[src/rtl/core_pipe_mem.sv]
`default_nettype none
// ============================================================================
//  Module      : core_pipe_mem
//  Description : Memory-request stage feeding writeback; issues dmem requests,
//                builds strobes/lane data and registers the s3 payload.
//                Optional misaligned-access trapping: CORE_MISALIGN_TRAP_EN.
//  Revision    : 1.0 - initial release
// ============================================================================
module core_pipe_mem #(
    parameter int XLEN       = 64,
    parameter int MEM_ADDR_W = 64
) (
    input  logic                  g_clk,
    input  logic                  g_reset,

    input  logic                  s2_valid,
    output logic                  s2_ready,
    input  logic [XLEN-1:0]       s2_pc,
    input  logic [XLEN-1:0]       s2_n_pc,
    input  logic [31:0]           s2_instr,
    input  logic [XLEN-1:0]       s2_addr,
    input  logic [XLEN-1:0]       s2_sdata,
    input  logic [4:0]            s2_rd,
    input  logic [4:0]            s2_lsu_op,
    input  logic [2:0]            s2_csr_op,
    input  logic [11:0]           s2_csr_addr,
    input  logic [3:0]            s2_cfu_op,
    input  logic [1:0]            s2_wb_op,
    input  logic                  s2_trap,

    input  logic                  flush,

    output logic                  s3_valid,
    input  logic                  s3_ready,
    output logic                  s3_full,
    output logic [XLEN-1:0]       s3_pc,
    output logic [XLEN-1:0]       s3_n_pc,
    output logic [31:0]           s3_instr,
    output logic [XLEN-1:0]       s3_wdata,
    output logic [4:0]            s3_rd,
    output logic [4:0]            s3_lsu_op,
    output logic [2:0]            s3_csr_op,
    output logic [11:0]           s3_csr_addr,
    output logic [3:0]            s3_cfu_op,
    output logic [1:0]            s3_wb_op,
    output logic                  s3_trap,

    output logic                  dmem_req,
    output logic [MEM_ADDR_W-1:0] dmem_addr,
    output logic                  dmem_wen,
    output logic [7:0]            dmem_strb,
    output logic [63:0]           dmem_wdata,
    input  logic                  dmem_gnt
);

    // lsu_op layout: [0] load, [1] store, [3:2] size (byte/half/word/double), [4] unsigned
    localparam int         c_LSU_LOAD          = 0;
    localparam int         c_LSU_STORE         = 1;
    localparam logic [4:0] c_CAUSE_LD_MISALIGN = 5'd4;
    localparam logic [4:0] c_CAUSE_ST_MISALIGN = 5'd6;
    localparam logic [1:0] c_WB_OP_NONE        = 2'b00;

    typedef enum logic [0:0] {
        ST_IDLE = 1'b0,
        ST_REQ  = 1'b1
    } state_e;

    state_e                r_state;
    state_e                w_state_nxt;
    logic                  r_flush_seen;

    logic [MEM_ADDR_W-1:0] r_hold_addr;
    logic                  r_hold_wen;
    logic [7:0]            r_hold_strb;
    logic [63:0]           r_hold_wdata;

    logic                  w_mem_op;
    logic [1:0]            w_size;
    logic [2:0]            w_off;
    logic                  w_mis;
    logic                  w_mis_trap;
    logic                  w_issue;
    logic                  w_mem_path;
    logic [7:0]            w_size_mask;
    logic [7:0]            w_strb;
    logic [63:0]           w_sdata64;
    logic [63:0]           w_wdata;
    logic [MEM_ADDR_W-1:0] w_addr_ext;
    logic [MEM_ADDR_W-1:0] w_addr_al;
    logic                  w_dmem_req;
    logic                  w_s2_ready;
    logic                  w_accept;

    assign w_mem_op = s2_lsu_op[c_LSU_LOAD] | s2_lsu_op[c_LSU_STORE];
    assign w_size   = s2_lsu_op[3:2];
    assign w_off    = s2_addr[2:0];

`ifdef CORE_MISALIGN_TRAP_EN
    logic w_mis_raw;
    always_comb begin
        w_mis_raw = 1'b0;
        case (w_size)
            2'd0:    w_mis_raw = 1'b0;
            2'd1:    w_mis_raw = w_off[0];
            2'd2:    w_mis_raw = |w_off[1:0];
            default: w_mis_raw = |w_off;
        endcase
    end
    assign w_mis = w_mem_op & w_mis_raw;
`else
    assign w_mis = 1'b0;
`endif

    assign w_mis_trap = w_mis & ~s2_trap;
    assign w_mem_path = w_mem_op & ~s2_trap & ~w_mis;
    assign w_issue    = s2_valid & w_mem_path & ~flush;

    always_comb begin
        w_size_mask = 8'h01;
        case (w_size)
            2'd0:    w_size_mask = 8'h01;
            2'd1:    w_size_mask = 8'h03;
            2'd2:    w_size_mask = 8'h0F;
            default: w_size_mask = 8'hFF;
        endcase
    end

    // Strobe bits pushed past lane 7 fall off the 8-bit result.
    assign w_strb     = w_size_mask << w_off;
    assign w_sdata64  = 64'(s2_sdata);
    assign w_wdata    = w_sdata64 << {w_off, 3'b000};
    assign w_addr_ext = MEM_ADDR_W'(s2_addr);
    assign w_addr_al  = w_addr_ext & ~(MEM_ADDR_W'(7));

    always_comb begin
        w_state_nxt = r_state;
        w_dmem_req  = 1'b0;
        w_s2_ready  = 1'b0;
        case (r_state)
            ST_IDLE: begin
                w_dmem_req = w_issue & s3_ready;
                if (w_mem_path)
                    w_s2_ready = s3_ready & dmem_gnt & w_dmem_req & ~flush;
                else
                    w_s2_ready = s3_ready & ~flush;
                if (w_dmem_req && !dmem_gnt)
                    w_state_nxt = ST_REQ;
            end
            ST_REQ: begin
                // Locked request: a flushed instruction still waits for its grant.
                w_dmem_req = 1'b1;
                w_s2_ready = s3_ready & dmem_gnt & ~r_flush_seen & ~flush;
                if (dmem_gnt)
                    w_state_nxt = ST_IDLE;
            end
            default: w_state_nxt = ST_IDLE;
        endcase
    end

    assign w_accept   = s2_valid & w_s2_ready;
    assign s2_ready   = w_s2_ready;
    assign s3_valid   = w_accept;
    assign dmem_req   = w_dmem_req & ~g_reset;
    assign dmem_addr  = (r_state == ST_REQ) ? r_hold_addr  : w_addr_al;
    assign dmem_wen   = (r_state == ST_REQ) ? r_hold_wen   : s2_lsu_op[c_LSU_STORE];
    assign dmem_strb  = (r_state == ST_REQ) ? r_hold_strb  : w_strb;
    assign dmem_wdata = (r_state == ST_REQ) ? r_hold_wdata : w_wdata;

    always_ff @(posedge g_clk) begin
        if (g_reset) begin
            r_state      <= ST_IDLE;
            r_flush_seen <= 1'b0;
            r_hold_addr  <= '0;
            r_hold_wen   <= 1'b0;
            r_hold_strb  <= '0;
            r_hold_wdata <= '0;
        end else begin
            r_state <= w_state_nxt;
            if (r_state == ST_REQ) begin
                if (dmem_gnt)
                    r_flush_seen <= 1'b0;
                else if (flush)
                    r_flush_seen <= 1'b1;
            end else begin
                r_flush_seen <= 1'b0;
            end
            if (r_state == ST_IDLE) begin
                r_hold_addr  <= w_addr_al;
                r_hold_wen   <= s2_lsu_op[c_LSU_STORE];
                r_hold_strb  <= w_strb;
                r_hold_wdata <= w_wdata;
            end
        end
    end

    always_ff @(posedge g_clk) begin
        if (g_reset) begin
            s3_full     <= 1'b0;
            s3_pc       <= '0;
            s3_n_pc     <= '0;
            s3_instr    <= '0;
            s3_wdata    <= '0;
            s3_rd       <= '0;
            s3_lsu_op   <= '0;
            s3_csr_op   <= '0;
            s3_csr_addr <= '0;
            s3_cfu_op   <= '0;
            s3_wb_op    <= c_WB_OP_NONE;
            s3_trap     <= 1'b0;
        end else if (w_accept) begin
            s3_full     <= 1'b1;
            s3_pc       <= s2_pc;
            s3_n_pc     <= s2_n_pc;
            s3_instr    <= s2_instr;
            s3_wdata    <= s2_addr;
            s3_csr_op   <= s2_csr_op;
            s3_csr_addr <= s2_csr_addr;
            s3_cfu_op   <= s2_cfu_op;
            s3_wb_op    <= s2_wb_op;
            s3_trap     <= s2_trap | w_mis_trap;
            if (w_mis_trap) begin
                s3_rd     <= s2_lsu_op[c_LSU_LOAD] ? c_CAUSE_LD_MISALIGN : c_CAUSE_ST_MISALIGN;
                s3_lsu_op <= '0;
            end else begin
                s3_rd     <= s2_rd;
                s3_lsu_op <= s2_lsu_op;
            end
        end else if (s3_ready || flush) begin
            s3_full <= 1'b0;
        end
    end

endmodule
`default_nettype wire

[config.mk]
export PLATFORM = sky130hd
export DESIGN_NAME = core_pipe_mem
export DESIGN_NICKNAME = d
export VERILOG_FILES = /design/src/rtl/core_pipe_mem.sv
export SDC_FILE = /design/constraint.sdc
export NUM_CORES = 1
export LEC_CHECK = 0
export ABC_AREA = 1
export CAP_MARGIN = 20
export CORE_AREA = 5 5 278 280
export CTS_CLUSTER_SIZE = 14
export DETAILED_ROUTE_END_ITERATION = 8
export DIE_AREA = 0 0 283 285
export SLEW_MARGIN = 40
export SYNTH_ARGS = -nofsm -noshare
export SYNTH_HDL_FRONTEND = slang
export SYNTH_SLANG_ARGS = --single-unit
[constraint.sdc]
create_clock -name g_clk -period 3.7 [get_ports g_clk]
set_input_delay 0.74 -clock g_clk [delete_from_list [all_inputs] [get_ports g_clk]]
set_output_delay 0.74 -clock g_clk [all_outputs]
set_load 0.005 [all_outputs]
==> run_results.csv, run 1 <==
group,metric,value,unit
logic_synthesis,ys.warnings.count,0,
clock_network,root_buffer,"clkbuf_16",
logic_synthesis,ys_ff_latch,396,
place,port_buffers,722,
clock_network,clk_latency,0.59,ns
clock_network,ctsHoldBuffers,0,
routing,via_per_inst,4.401,
timing,post-route-min-period,3.552,ns
place,place_hpwl,59520,µm
status,status,"completed",
place,post-place-cells,4769,
power,ir_drop,0.3516,mV
logic_synthesis,synth_top_family_by_area,"simple AND/OR/NAND/NOR gates",
clock_network,post_cts_resized,0,
timing,grt_setup_unrepaired,"false",
floorplan,die_area,80660,µm²
min_path,hold_path_depth,2,
timing,tightestPinTransition,0.9320,ns
clock_network,cts_max_path_buffers,3,
clock_network,cts_setup_buffers,0,
logic_synthesis,synth_area_leaders,"dfxtp_1, nand2_1, inv_1, nand4_1, nor2_1",
routing,dr.pass1.iters,5,
layout,syn2layout_area_growth,48.74,%
global_route,use_met3,0.06070,
timing,whs,0.4441,ns
timing,relSlewSlack,0.3786,
worst_setup_path,cp_slowest_cell,"clkdlybuf4s50_1",
layout,fin_nets,4178,
clock_network,cts_made_buffers,50,
layout,final_common_cell,"nand2_1",
timing,fin_crit_sh,0.9600,
clock_network,cts.htree.levels,2,
timing,fin_worst_skew,0.01764,ns
timing,maxSlewViolCount,0,
routing,wire_per_inst,17.45,µm
global_route,grt_max_degree,166,
logic_synthesis,synthAdderAreaFrac,0,
logic_synthesis,ys_seq_area_frac,0.3977,
logic_synthesis,synth_cell_type_count,25,
timing,hold_violations,0,
logic_synthesis,synthCells,3259,
worst_setup_path,end_kind,"output pin",
clock_network,cts.sinks,396,
worst_setup_path,cpMostUsedCell,"clkdlybuf4s50_1",
worst_setup_path,path_cells,"clkdlybuf4s50_1 > inv_1 > o21ai_0 > nand3_1 > nand2_1 > clkdlybuf4s50_1",
global_route,grt_util_all_layers,0.1983,
min_path,worstHoldPathType,"flop to flop",
global_route,grt_use_met2,0.3431,
power,p_leak,0.01442,µW
worst_setup_path,r2r.worst_path.cells,10,
timing,tns,0,ns
global_route,grt_antenna_before_repair,11,
worst_setup_path,slowest_delay,0.55,ns
logic_synthesis,synthMuxAreaShare,0,
timing,max_freq,281.5,MHz
worst_setup_path,cp.required,2.96,ns
floorplan,die_width,283,µm
worst_setup_path,cp-start-kind,"input port",
floorplan,dieHeight,285,µm
floorplan,start_util,0.2687,
routing,drt_iter0_drc,1734,
global_route,grt_pass1_wl,126400,µm
logic_synthesis,yosysTopAreaCell,"dfxtp_1",
worst_setup_path,path_class,"input port to output pin",
routing,wl,84930,µm
floorplan,ioPinCount,723,
flow_run,cap_violations,0,
global_route,busiest_layer,"met2",
logic_synthesis,yosysTopAreaCellShare,0.3977,
logic_synthesis,synthXorXnorAreaFrac,0,
logic_synthesis,syn_nets,3585,
routing,ant_nets,0,
floorplan,fp.coreArea,74200,µm²
logic_synthesis,avgSynthCellArea,6.116,µm²
global_route,grt_overflow_total,0,
floorplan,std_cell_rows,100,
layout,drive_gt1_frac,0.03627,
worst_setup_path,crit_fanout,3,
logic_synthesis,syn_area,19930,µm²
clock_network,cts_tree,"built",
power,p_per_area,399.1,nW/µm²
place,gp_congestion,0.8946,
global_route,grt_use_met1,0.2346,
logic_synthesis,synth_compound_area_frac,0.04086,
worst_setup_path,critPathArrivalTime,2.81,ns
routing,drc,0,
clock_network,cts.clk_slew.worst_paths,0.05,ns
layout,stdcell_count,4867,
layout,layout_common_cells,"nand2_1, inv_1, clkdlybuf4s50_1",
routing,vias,21420,
global_route,grt_pass1_vias,19860,
timing,setup_violations,0,
logic_synthesis,synth-simple-area-share,0.3602,
final timing paths:
kind	from	to	slack, ns
worst max register to register	r_state$_SDFF_PP0_	s3_wdata[62]$_SDFFE_PP0P_	1.01
worst min register to register	r_hold_addr[0]$_SDFF_PP0_	r_hold_addr[0]$_SDFF_PP0_	0.44
worst max-delay path	s2_sdata[3]	dmem_wdata[19]	0.15
worst min-delay path	r_hold_addr[0]$_SDFF_PP0_	r_hold_addr[0]$_SDFF_PP0_	0.44
cell usage after synthesis (all sizes together):
master / instances
and2: 3
nor2: 279
nand3: 177
clkinv: 1
o211ai: 1
inv: 824
o22ai: 10
nand2: 957
buf: 132
a31oi: 1
a21boi: 7
nor3: 2
a211oi: 1
a22oi: 9
nand4: 257
dfxtp: 396
a21oi: 110
clkbuf: 80
o21ai: 12
layer usage:
metal	wire length [µm]	vias up
met5	40	-
met4	2935	6
met3	7131	148
met2	40930	753
met1	33890	9597
li1	-	10920
where the power goes:
part	switching [µW]	internal (µW)	total, µW
combinational	1120	1040	2160
clock	1980	3120	5100
sequential	85.8	4480	4570
area by class of cell:
class / instances / area [µm²]
fillers: 7827 / 44550
multi-input cells: 1826 / 8025
flip-flops and latches: 396 / 7931
repair buffers: 753 / 7659
inverters: 825 / 3104
clock buffers: 74 / 1453
well taps: 969 / 1212
clock inverters: 14 / 239.0
diodes: 10 / 25.02
per-stage QoR:
step	instance area (µm²)	total power [µW]	setup slack, ns	util
after floorplan	19930	5592	1.282	-
after detailed placement	27930	6819	0.1248	0.3765
after CTS	29620	12010	0.1184	0.3993
after global routing	29640	12390	0.05444	0.3995
after global placement	27920	6815	0.1501	0.3764
final	29650	11830	0.1479	0.3996
critical path, delay by kind of cell:
kind / cells / cell delay (ns)
AO/OA/AOI/OAI: 1 / 0.54
buffers and inverters: 3 / 1.21
AND/OR/NAND/NOR: 2 / 0.31
state kept, by name, indices dropped and copies added (netlist names):
register and cells:
r_flush_seen 1, r_hold_addr 64, r_hold_strb 8, r_hold_wdata 64, r_hold_wen 1, r_state 1
s3_cfu_op 4, s3_csr_addr 12, s3_csr_op 3, s3_full 1, s3_instr 32, s3_lsu_op 5
s3_n_pc 64, s3_pc 64, s3_rd 5, s3_trap 1, s3_wb_op 2, s3_wdata 64
cells by family (layout without fill, tap and decap cells):
kind of cell | Yosys count | after routing
AND/OR/NAND/NOR | 1675 | 1675
buffers and inverters | 1037 | 1666
AO/OA/AOI/OAI | 151 | 151
other | 0 | 10
flip-flops | 396 | 396
Power figures use the tool's default switching activity.
==> run 2, diff against run 1 <==
Settings changed: CORE_AREA 5 5 278 280 to 2 2 283 285, DIE_AREA 0 0 283 285 to 0 0 285 287, PLACE_DENSITY set to 0.58.
==> run_results.csv, run 2 (synthesized netlist as in run 1, its figures left out) <==
group,metric,value,unit
routing,vias,21440,
clock_network,clk_latency,0.59,ns
place,port_buffers,722,
clock_network,post_cts_resized,0,
floorplan,die_width,285,µm
global_route,grt_antenna_before_repair,13,
worst_setup_path,critPathArrivalTime,2.79,ns
power,p_per_area,388.3,nW/µm²
routing,dr.pass1.iters,5,
clock_network,cts_setup_buffers,0,
clock_network,cts.htree.levels,2,
worst_setup_path,path_class,"input port to output pin",
power,p_comb_frac,0.188,
layout,layout_common_cells,"nand2_1, inv_1, clkdlybuf4s50_1",
clock_network,cts_made_buffers,49,
layout,final_common_cell,"nand2_1",
worst_setup_path,crit_fanout,30,
routing,route.top_layer_used,"met5",
power,internal_power,8317,µW
timing,post-route-min-period,3.535,ns
routing,drt_iter0_drc,1412,
layout,finalCoreUtilization,0.3782,
routing,wl_met1,34250,µm
timing,tns,0,ns
clock_network,ctsHoldBuffers,0,
worst_setup_path,reg2reg_slack,1.00,ns
floorplan,std_cell_rows,103,
routing,via_per_inst,4.321,
power,pwr-share-seq,0.396,
floorplan,dieHeight,287,µm
timing,relSlewSlack,0.3144,
routing,drc,0,
timing,tightestPinTransition,1.028,ns
routing,dr_wl_met3,5960,µm
place,place_hpwl,58840,µm
power,p_sw,3227,µW
power,clock_power_share,0.417,
status,status,"completed",
global_route,grt_util_all_layers,0.1959,
global_route,grt_pass1_vias,19530,
min_path,worstHoldPathType,"flop to flop",
floorplan,fp.coreArea,78610,µm²
worst_setup_path,cp-start-kind,"input port",
flow_run,cap_violations,0,
power,p_leak,0.01444,µW
clock_network,cts_tree,"built",
power,swShare,0.2795,
place,gp_congestion,0.9324,
routing,ant_nets,0,
worst_setup_path,cp.required,2.96,ns
floorplan,ioPinCount,723,
worst_setup_path,end_kind,"output pin",
global_route,grt_overflow_total,0,
layout,syn2layout_area_growth,49.15,%
clock_network,root_buffer,"clkbuf_16",
clock_network,cts.sinks,396,
routing,wl_met2,42070,µm
timing,fin_crit_sh,0.9553,
routing,wl,84760,µm
routing,wire_per_inst,17.08,µm
timing,hold_violations,0,
timing,maxSlewViolCount,0,
global_route,grt_pass1_wl,124400,µm
timing,setup_violations,0,
place,post-place-cells,4867,
timing,fin_worst_skew,0.01897,ns
timing,max_freq,282.9,MHz
clock_network,cts_max_path_buffers,3,
floorplan,start_util,0.2536,
layout,drive_gt1_frac,0.04198,
power,ir_drop,0.2667,mV
global_route,grt_max_degree,160,
timing,grt_setup_unrepaired,"false",
layout,fin_nets,4194,
layout,stdcell_count,4963,
clock_network,cts.clk_slew.worst_paths,0.06,ns
floorplan,die_area,81800,µm²
==> run 2: cell type report <==
type / instances / area, µm²
Timing Repair Buffer: 770 / 7745
Sequential cell: 396 / 7931
Tap cell: 1050 / 1314
Clock buffer: 69 / 1403
Fill cell: 8427 / 48880
Antenna cell: 6 / 15.01
Multi-Input combinational cell: 1826 / 8025
Inverter: 825 / 3104
Clock inverter: 21 / 192.7
==> run 2: per-layer routing <==
layer | vias to the layer above | GRT usage
met5 | - | 0
met3 | 121 | 0.04762
met2 | 726 | 0.3479
li1 | 10930 | -
met4 | 12 | 0.06283
met1 | 9651 | 0.2312
==> run 2: path summary, 6_finish.rpt <==
check / from / to / cells past startpoint
hold reg to reg: r_hold_addr[1]$_SDFF_PP0_ / r_hold_addr[1]$_SDFF_PP0_ / 2
setup / recovery: s2_addr[2] / dmem_strb[3] / 7
hold / removal: r_hold_addr[1]$_SDFF_PP0_ / r_hold_addr[1]$_SDFF_PP0_ / 2
setup reg to reg: r_state$_SDFF_PP0_ / s3_n_pc[38]$_SDFFE_PP0P_ / 10
==> run 2: power groups by stage <==
stage / logic [µW] / clock network, µW / registers [µW]
global placement: 2180 / 0 / 4650
CTS: 2190 / 4970 / 4570
floorplan: 928 / 0 / 4660
global route: 2380 / 5140 / 4590
finish: 2170 / 4810 / 4570
detailed placement: 2180 / 0 / 4660
==> run 2: metrics by stage <==
step	setup WS (ns)	area [µm²]	hold WS (ns)	power, µW
detailed placement	0.1371	28120	0.4372	6834
CTS	0.1419	29710	0.4485	11730
global placement	0.1313	28120	0.4353	6830
floorplan	1.282	19930	0.4251	5592
global route	0.07764	29730	0.4607	12110
finish	0.1654	29730	0.4484	11540
==> run 2: critical path, stage by stage <==
cell	delay, ns
clkdlybuf4s50_1	0.44
buf_4	0.16
nor2_4	0.17
buf_12	0.21
inv_1	0.08
o22ai_1	0.35
clkdlybuf4s50_1	0.62
